<file path="config.mk">
export PLATFORM = sky130hd
export DESIGN_NAME = load_store_unit_flat
export DESIGN_NICKNAME = d
export VERILOG_FILES = /design/src/rtl/load_store_unit_if.sv /design/src/rtl/load_store_unit.sv /design/src/flat_wrapper.sv
export SDC_FILE = /design/constraint.sdc
export NUM_CORES = 1
export LEC_CHECK = 0
export BUFFER_PORTS_ARGS = -buffer_cell sky130_fd_sc_hd__buf_4
export CORE_MARGIN = 2
export CORE_UTILIZATION = 25
export DETAILED_ROUTE_END_ITERATION = 8
export PLACE_DENSITY = 0.47
export SYNTH_ARGS = -nofsm -noshare
export SYNTH_HDL_FRONTEND = slang
export SYNTH_SLANG_ARGS = --single-unit
</file>
<file path="constraint.sdc">
create_clock -name i_Clk -period 2 [get_ports i_Clk]
set_clock_uncertainty 0.1 [all_clocks]
set_input_delay 0.1 -clock i_Clk [delete_from_list [all_inputs] [get_ports i_Clk]]
set_output_delay 0.1 -clock i_Clk [all_outputs]
set_load 0.05 [all_outputs]
</file>
<file path="src/rtl/load_store_unit_if.sv">
// Memory-side bus between the load/store unit and a word-addressed memory.
// The unit (master) drives one request at a time and holds it until i_BusReady.
interface load_store_unit_if;
   logic        o_BusReq;
   logic        o_BusWe;
   logic [31:0] o_BusAddr;
   logic [31:0] o_BusWData;
   logic [3:0]  o_BusBE;
   logic        i_BusReady;
   logic [31:0] i_BusRData;

   modport master (
      output o_BusReq, o_BusWe, o_BusAddr, o_BusWData, o_BusBE,
      input  i_BusReady, i_BusRData
   );

   modport slave (
      input  o_BusReq, o_BusWe, o_BusAddr, o_BusWData, o_BusBE,
      output i_BusReady, i_BusRData
   );
endinterface

</file>
<file path="src/rtl/load_store_unit.sv">
// Load/store unit: aligns datapath byte/half/word accesses onto a 32-bit bus.
// Latency: o_Done two cycles after the request at best; stalls the pipe while the bus is busy, with timeout.
module load_store_unit #(
   parameter int TIMEOUT_CYCLES = 16
) (
   input  logic                    i_Clk,
   input  logic                    i_Reset,
   input  logic                    i_MemRead,
   input  logic                    i_MemWrite,
   input  logic [2:0]              i_funct3,
   input  logic [31:0]             i_Addr,
   input  logic [31:0]             i_wData,
   output logic [31:0]             o_rData,
   output logic                    o_Stall,
   output logic                    o_Done,
   output logic                    o_MisalignErr,
   output logic                    o_BusErr,
   load_store_unit_if.master       bus
);

   localparam int CNT_W = (TIMEOUT_CYCLES > 1) ? $clog2(TIMEOUT_CYCLES) : 1;
   localparam logic [CNT_W-1:0] CNT_LAST = CNT_W'(TIMEOUT_CYCLES - 1);

   typedef enum logic [1:0] {
      IDLE = 2'd0,
      BUSY = 2'd1,
      RESP = 2'd2
   } state_t;

   state_t           r_state;
   state_t           w_state_nxt;
   logic [31:0]      r_addr;
   logic             r_we;
   logic [3:0]       r_be;
   logic [31:0]      r_wdata;
   logic [2:0]       r_funct3;
   logic [CNT_W-1:0] r_cnt;
   logic [31:0]      r_rdata;
   logic             r_err;

   logic             w_req;
   logic             w_misalign;
   logic [3:0]       w_be;
   logic [31:0]      w_wdata;
   logic             w_start;
   logic             w_capture;
   logic             w_timeout;
   logic [7:0]       w_byte;
   logic [15:0]      w_half;

   // A simultaneous read and write is treated as a store.
   assign w_req = i_MemRead | i_MemWrite;

   // funct3[1:0]: 00 byte, 01 half, anything else handled as a word.
   always_comb begin
      w_misalign = 1'b0;
      w_be       = 4'b1111;
      w_wdata    = i_wData;
      case (i_funct3[1:0])
         2'b00: begin
            w_be    = 4'b0001 << i_Addr[1:0];
            w_wdata = {4{i_wData[7:0]}};
         end
         2'b01: begin
            w_misalign = i_Addr[0];
            w_be       = i_Addr[1] ? 4'b1100 : 4'b0011;
            w_wdata    = {2{i_wData[15:0]}};
         end
         default: begin
            w_misalign = |i_Addr[1:0];
         end
      endcase
   end

   always_comb begin
      w_state_nxt = r_state;
      w_start     = 1'b0;
      w_capture   = 1'b0;
      w_timeout   = 1'b0;
      case (r_state)
         IDLE: begin
            if (w_req && !w_misalign) begin
               w_start     = 1'b1;
               w_state_nxt = BUSY;
            end
         end
         BUSY: begin
            if (bus.i_BusReady) begin
               w_capture   = 1'b1;
               w_state_nxt = RESP;
            end else if (r_cnt == CNT_LAST) begin
               w_timeout   = 1'b1;
               w_state_nxt = RESP;
            end
         end
         RESP: begin
            w_state_nxt = IDLE;
         end
         default: begin
            w_state_nxt = IDLE;
         end
      endcase
   end

   always_ff @(posedge i_Clk) begin
      if (i_Reset) begin
         r_state  <= IDLE;
         r_addr   <= '0;
         r_we     <= 1'b0;
         r_be     <= '0;
         r_wdata  <= '0;
         r_funct3 <= '0;
         r_cnt    <= '0;
         r_rdata  <= '0;
         r_err    <= 1'b0;
      end else begin
         r_state <= w_state_nxt;
         if (w_start) begin
            r_addr   <= i_Addr;
            r_we     <= i_MemWrite;
            r_be     <= w_be;
            r_wdata  <= w_wdata;
            r_funct3 <= i_funct3;
            r_cnt    <= '0;
            r_err    <= 1'b0;
         end else if (r_state == BUSY) begin
            r_cnt <= r_cnt + 1'b1;
         end
         if (w_capture) begin
            r_rdata <= bus.i_BusRData;
            r_err   <= 1'b0;
         end else if (w_timeout) begin
            r_rdata <= '0;
            r_err   <= 1'b1;
         end
      end
   end

   assign bus.o_BusReq   = (r_state == BUSY);
   assign bus.o_BusWe    = r_we;
   assign bus.o_BusAddr  = {r_addr[31:2], 2'b00};
   assign bus.o_BusBE    = r_be;
   assign bus.o_BusWData = r_wdata;

   assign o_Stall       = !i_Reset && (((r_state == IDLE) && w_req && !w_misalign) || (r_state == BUSY));
   assign o_MisalignErr = (r_state == IDLE) && w_req && w_misalign;
   assign o_Done        = (r_state == RESP);
   assign o_BusErr      = (r_state == RESP) && r_err;

   always_comb begin
      w_byte = r_rdata[7:0];
      case (r_addr[1:0])
         2'b01:   w_byte = r_rdata[15:8];
         2'b10:   w_byte = r_rdata[23:16];
         2'b11:   w_byte = r_rdata[31:24];
         default: w_byte = r_rdata[7:0];
      endcase
      w_half = r_addr[1] ? r_rdata[31:16] : r_rdata[15:0];
   end

   // funct3[2] selects zero extension (BU/HU).
   always_comb begin
      o_rData = '0;
      if ((r_state == RESP) && !r_we) begin
         case (r_funct3[1:0])
            2'b00:   o_rData = {{24{!r_funct3[2] && w_byte[7]}}, w_byte};
            2'b01:   o_rData = {{16{!r_funct3[2] && w_half[15]}}, w_half};
            default: o_rData = r_rdata;
         endcase
      end
   end

endmodule

</file>
<file path="src/flat_wrapper.sv">
// flat-port wrapper written by rule: the top's interface ports become plain ports
module load_store_unit_flat 
#(
   parameter int TIMEOUT_CYCLES = 16
)
  (i_Clk, i_Reset, i_MemRead, i_MemWrite, i_funct3, i_Addr, i_wData, o_rData, o_Stall, o_Done, o_MisalignErr, o_BusErr, bus_o_BusReq, bus_o_BusWe, bus_o_BusAddr, bus_o_BusWData, bus_o_BusBE, bus_i_BusReady, bus_i_BusRData);
  load_store_unit_if bus_i ();
  input  logic i_Clk;
  input  logic i_Reset;
  input  logic i_MemRead;
  input  logic i_MemWrite;
  input  logic [2:0] i_funct3;
  input  logic [31:0] i_Addr;
  input  logic [31:0] i_wData;
  output logic [31:0] o_rData;
  output logic o_Stall;
  output logic o_Done;
  output logic o_MisalignErr;
  output logic o_BusErr;
  output wire logic [$bits(bus_i.o_BusReq)-1:0] bus_o_BusReq;
  output wire logic [$bits(bus_i.o_BusWe)-1:0] bus_o_BusWe;
  output wire logic [$bits(bus_i.o_BusAddr)-1:0] bus_o_BusAddr;
  output wire logic [$bits(bus_i.o_BusWData)-1:0] bus_o_BusWData;
  output wire logic [$bits(bus_i.o_BusBE)-1:0] bus_o_BusBE;
  input wire logic [$bits(bus_i.i_BusReady)-1:0] bus_i_BusReady;
  input wire logic [$bits(bus_i.i_BusRData)-1:0] bus_i_BusRData;
  assign bus_o_BusReq = bus_i.o_BusReq;
  assign bus_o_BusWe = bus_i.o_BusWe;
  assign bus_o_BusAddr = bus_i.o_BusAddr;
  assign bus_o_BusWData = bus_i.o_BusWData;
  assign bus_o_BusBE = bus_i.o_BusBE;
  assign bus_i.i_BusReady = bus_i_BusReady;
  assign bus_i.i_BusRData = bus_i_BusRData;
  load_store_unit #(.TIMEOUT_CYCLES(TIMEOUT_CYCLES)) u_core (.i_Clk(i_Clk), .i_Reset(i_Reset), .i_MemRead(i_MemRead), .i_MemWrite(i_MemWrite), .i_funct3(i_funct3), .i_Addr(i_Addr), .i_wData(i_wData), .o_rData(o_rData), .o_Stall(o_Stall), .o_Done(o_Done), .o_MisalignErr(o_MisalignErr), .o_BusErr(o_BusErr), .bus(bus_i));
endmodule
</file>
==> results.py <==
metrics = {
    "run_status": {
        "run_status": "complete, but fails checks",
        "violations": "setup timing",
    },
    "worst_setup_path": {
        "cp.depth": 6,
        "worstPathMaxFanout": 7,
        "crit_path_start_kind": "register",
        "critPathKind": "reg2out",
        "critPathSlowestCell": "dfxtp_4",
        "r2r_cells": 5,
        "cpPeakStageDelay_ns": 0.40,
        "cp.arrival_ns": 1.85,
        "worstPathCellList": "mux2i_4 > o22ai_4 > a21oi_4 > buf_12 > a221oi_4 > buf_6",
        "path_buf_inv": 2,
        "critPathTopFamily": "compound AO/OA/AOI/OAI gates",
        "critPathRequiredTime_ns": 1.80,
        "cp-end-kind": "output pin",
    },
    "clocking": {
        "clk_path_buf_depth": 2,
        "path_clk_slew_ns": 0.09,
        "clockRootBuffer": "clkbuf_16",
        "htreeDepth": 3,
        "cts_tree": "built",
        "clock_latency_ns": 0.36,
        "numCtsBuffers": 9,
        "cts_sinks": 111,
    },
    "timing": {
        "setup_viol": 9,
        "rsz0062_at_grt": "true",
        "setup_slack_ns": -0.0537,
        "layout_worst_path_cycle_share_pct": 103,
        "max_freq_mhz": 487,
        "post-route-min-period_ns": 2.05,
        "finalHoldViolCount": 0,
        "drv_slew": 0,
        "final.setup.tns_ns": -0.183,
    },
    "floorplan": {
        "core-area_sq_mm": 0.0210,
        "die_h_um": 151,
        "start_util_pct": 25.5,
        "ios": 210,
        "num_rows": 53,
        "die_w_um": 151,
        "die_area_sq_mm": 0.0227,
    },
    "global_routing": {
        "grt_pass1_vias": 5446,
        "grt_pass1_wl_um": 29200,
        "grt_overflow": 0,
        "grt_max_degree": 53,
        "grtUsageTotal_pct": 16.3,
        "antenna_found_initial": 0,
    },
    "detailed_routing": {
        "vias": 5431,
        "initialDrtViolationCount": 192,
        "dr.pass1.iters": 5,
        "vias_per_cell": 4.59,
        "ant_nets": 0,
        "drc_errors": 0,
        "wire_per_inst_um": 15.9,
        "routed_wl_um": 18800,
    },
    "yosys": {
        "async_flop_share_pct": 0,
        "yosysUniqueCellTypes": 52,
        "synth_top_area_cell": "dfxtp_1",
        "synth-edff-count": 0,
        "synth_seq_cells": 111,
        "ys_seq_area_share_pct": 41.4,
        "synth_area_sq_mm": 0.00537,
        "synth_area_leaders": "dfxtp_1, nand2_1, a21oi_1, buf_4, a22o_1",
        "avgSynthCellArea_sq_um": 8.45,
        "yosys_warnings": 0,
        "ys_dominant_reg_cell": "dfxtp_1",
        "syn_inst": 635,
        "synth_top_area_share_pct": 41.4,
    },
    "placed_design": {
        "port_buffers": 207,
        "place_inst": 1054,
        "dp_hpwl_um": 12700,
        "gp_congestion": 0.762,
        "pre_cts_ws_ns": -0.103,
    },
    "layout": {
        "fill_cells": 2128,
        "drive_above_1_share_pct": 36.3,
        "final_cells": 1182,
        "antenna_cells": 0,
        "area_growth_pct": 67.3,
        "nets": 1007,
    },
    "min_path": {
        "hold_path.class": "in2reg",
        "holdPathStages": 3,
    },
    "job": {
        "max_cap_viol_count": 0,
    },
    "pwr": {
        "p_leak_nw": 3.54,
        "irDropWorstVdd_v": 0.000387,
        "power_density_mw_per_mm2": 670,
    },
}
registers in the layout (all words and copies together) (netlist names):
signal                 cells
u_core.bus.o_BusWe         1
u_core.r_addr             32
u_core.r_err               1
u_core.bus.o_BusBE         4
u_core.r_funct3            3
u_core.r_state             2
u_core.r_cnt               4
u_core.r_rdata            32
u_core.bus.o_BusWData     32
cells by family (layout without fill, tap and decap cells):
logic type               Yosys count  after routing  share of synthesized area (%)
buffers and inverters             96            366                           11.4
AO/OA/AOI/OAI                    186            186                           24.7
adder cells (fa/ha/maj)            1              1                          0.233
flip-flops                       111            111                           41.4
AND/OR/NAND/NOR                  208            209                           15.9
multiplexers                      29             29                           5.87
XOR/XNOR                           3              3                          0.490
other                              1              2                         0.0699
synthesized netlist by cell type, types with 7 or more instances:
master    count
a211oi_1     13
a21oi_1      73
a221oi_2      7
a22o_1       32
a311oi_1      7
buf_2        17
buf_4        41
buf_6        10
clkbuf_1     15
dfxtp_1     111
inv_1        10
mux2i_1      27
nand2_1     148
nor2_1       32
nor2b_1       7
o211ai_1      8
o21ai_0      18
metal layers:
layer | up-vias | share of wire [%] | global-route usage, %
met5 | - | 0 | 0
met4 | 0 | 0.89 | 3.87
met3 | 11 | 7.4 | 5.09
met2 | 182 | 47 | 26.8
met1 | 2517 | 45 | 20.9
li1 | 2721 | - | -
power by group:
part	switching [mW]	total [mW]	internal, mW	leakage (nW)
Clock	0.944	1.83	0.888	0.148
Combinational	1.04	1.74	0.700	2.48
Sequential	0.0995	2.45	2.35	0.910
Total	2.08	6.02	3.94	3.54
cell usage in the layout, fill, tap and decap left out, types with 6 or more instances in the layout:
cell type	n
a311oi_1	7
o21ai_0	12
a211oi_1	7
nor2b_1	7
a21oi_4	8
nand2_1	148
buf_12	9
a22o_1	32
nor2_1	29
mux2i_1	26
clkbuf_16	10
nor3_1	6
inv_1	10
buf_6	33
dfxtp_1	106
buf_4	197
a21oi_2	9
dlygate4sd3_1	98
a221oi_4	7
a21oi_1	57
a211oi_2	7
a2111oi_4	6
o211ai_1	8
timing repair:
item	4_1_cts	5_1_grt
gates cloned	1	1
setup endpoints to repair	32	30
pin swaps	7	7
hold buffers	98	0
hold endpoints to repair	104	0
buffers inserted	7	6
gates resized for setup	54	32
final cells by class:
type | instances | area (sq um) | share of cell area, %
tap | 275 | 344 | 3.83
inverter | 12 | 45.0 | 0.502
sequential | 111 | 2230 | 24.8
multi-input combinational | 430 | 3020 | 33.7
timing repair buffer | 338 | 3040 | 33.8
clock buffer | 9 | 225 | 2.51
clock inverter | 7 | 75.1 | 0.836
per-stage QoR:
stage / total power [mW] / utilization (%) / area, sq um / hold slack (ns)
CTS: 6.07 / 41.6 / 8740 / 0.00466
floorplan: 3.53 / - / 5580 / 0.103
detailed placement: 3.99 / 34.1 / 7170 / 0.213
global placement: 3.99 / 34.1 / 7170 / 0.211
finish: 6.02 / 42.7 / 8980 / 0.0212
global route: 6.34 / 42.7 / 8980 / 0.0175
worst min-delay path, delay by kind of cell:
family / cells / cell delay, ns
compound gates: 1 / 0.20
mux: 1 / 0.06
buf+inv: 1 / 0.07
worst paths after layout:
kind	from	end	slack (ns)
worst min register to register	u_core.r_addr[6]$_SDFFE_PP0P_	u_core.r_addr[6]$_SDFFE_PP0P_	0.36
worst max-delay path	u_core.r_addr[1]$_SDFFE_PP0P_	o_rData[8]	-0.05
worst max register to register	u_core.r_state[0]$_SDFFE_PP0P_	u_core.bus.o_BusWData[15]$_SDFFE_PP0P_	0.28
worst min-delay path	i_wData[22]	u_core.bus.o_BusWData[22]$_SDFFE_PP0P_	0.02
Note: power is estimated with default switching activity, not from simulation.
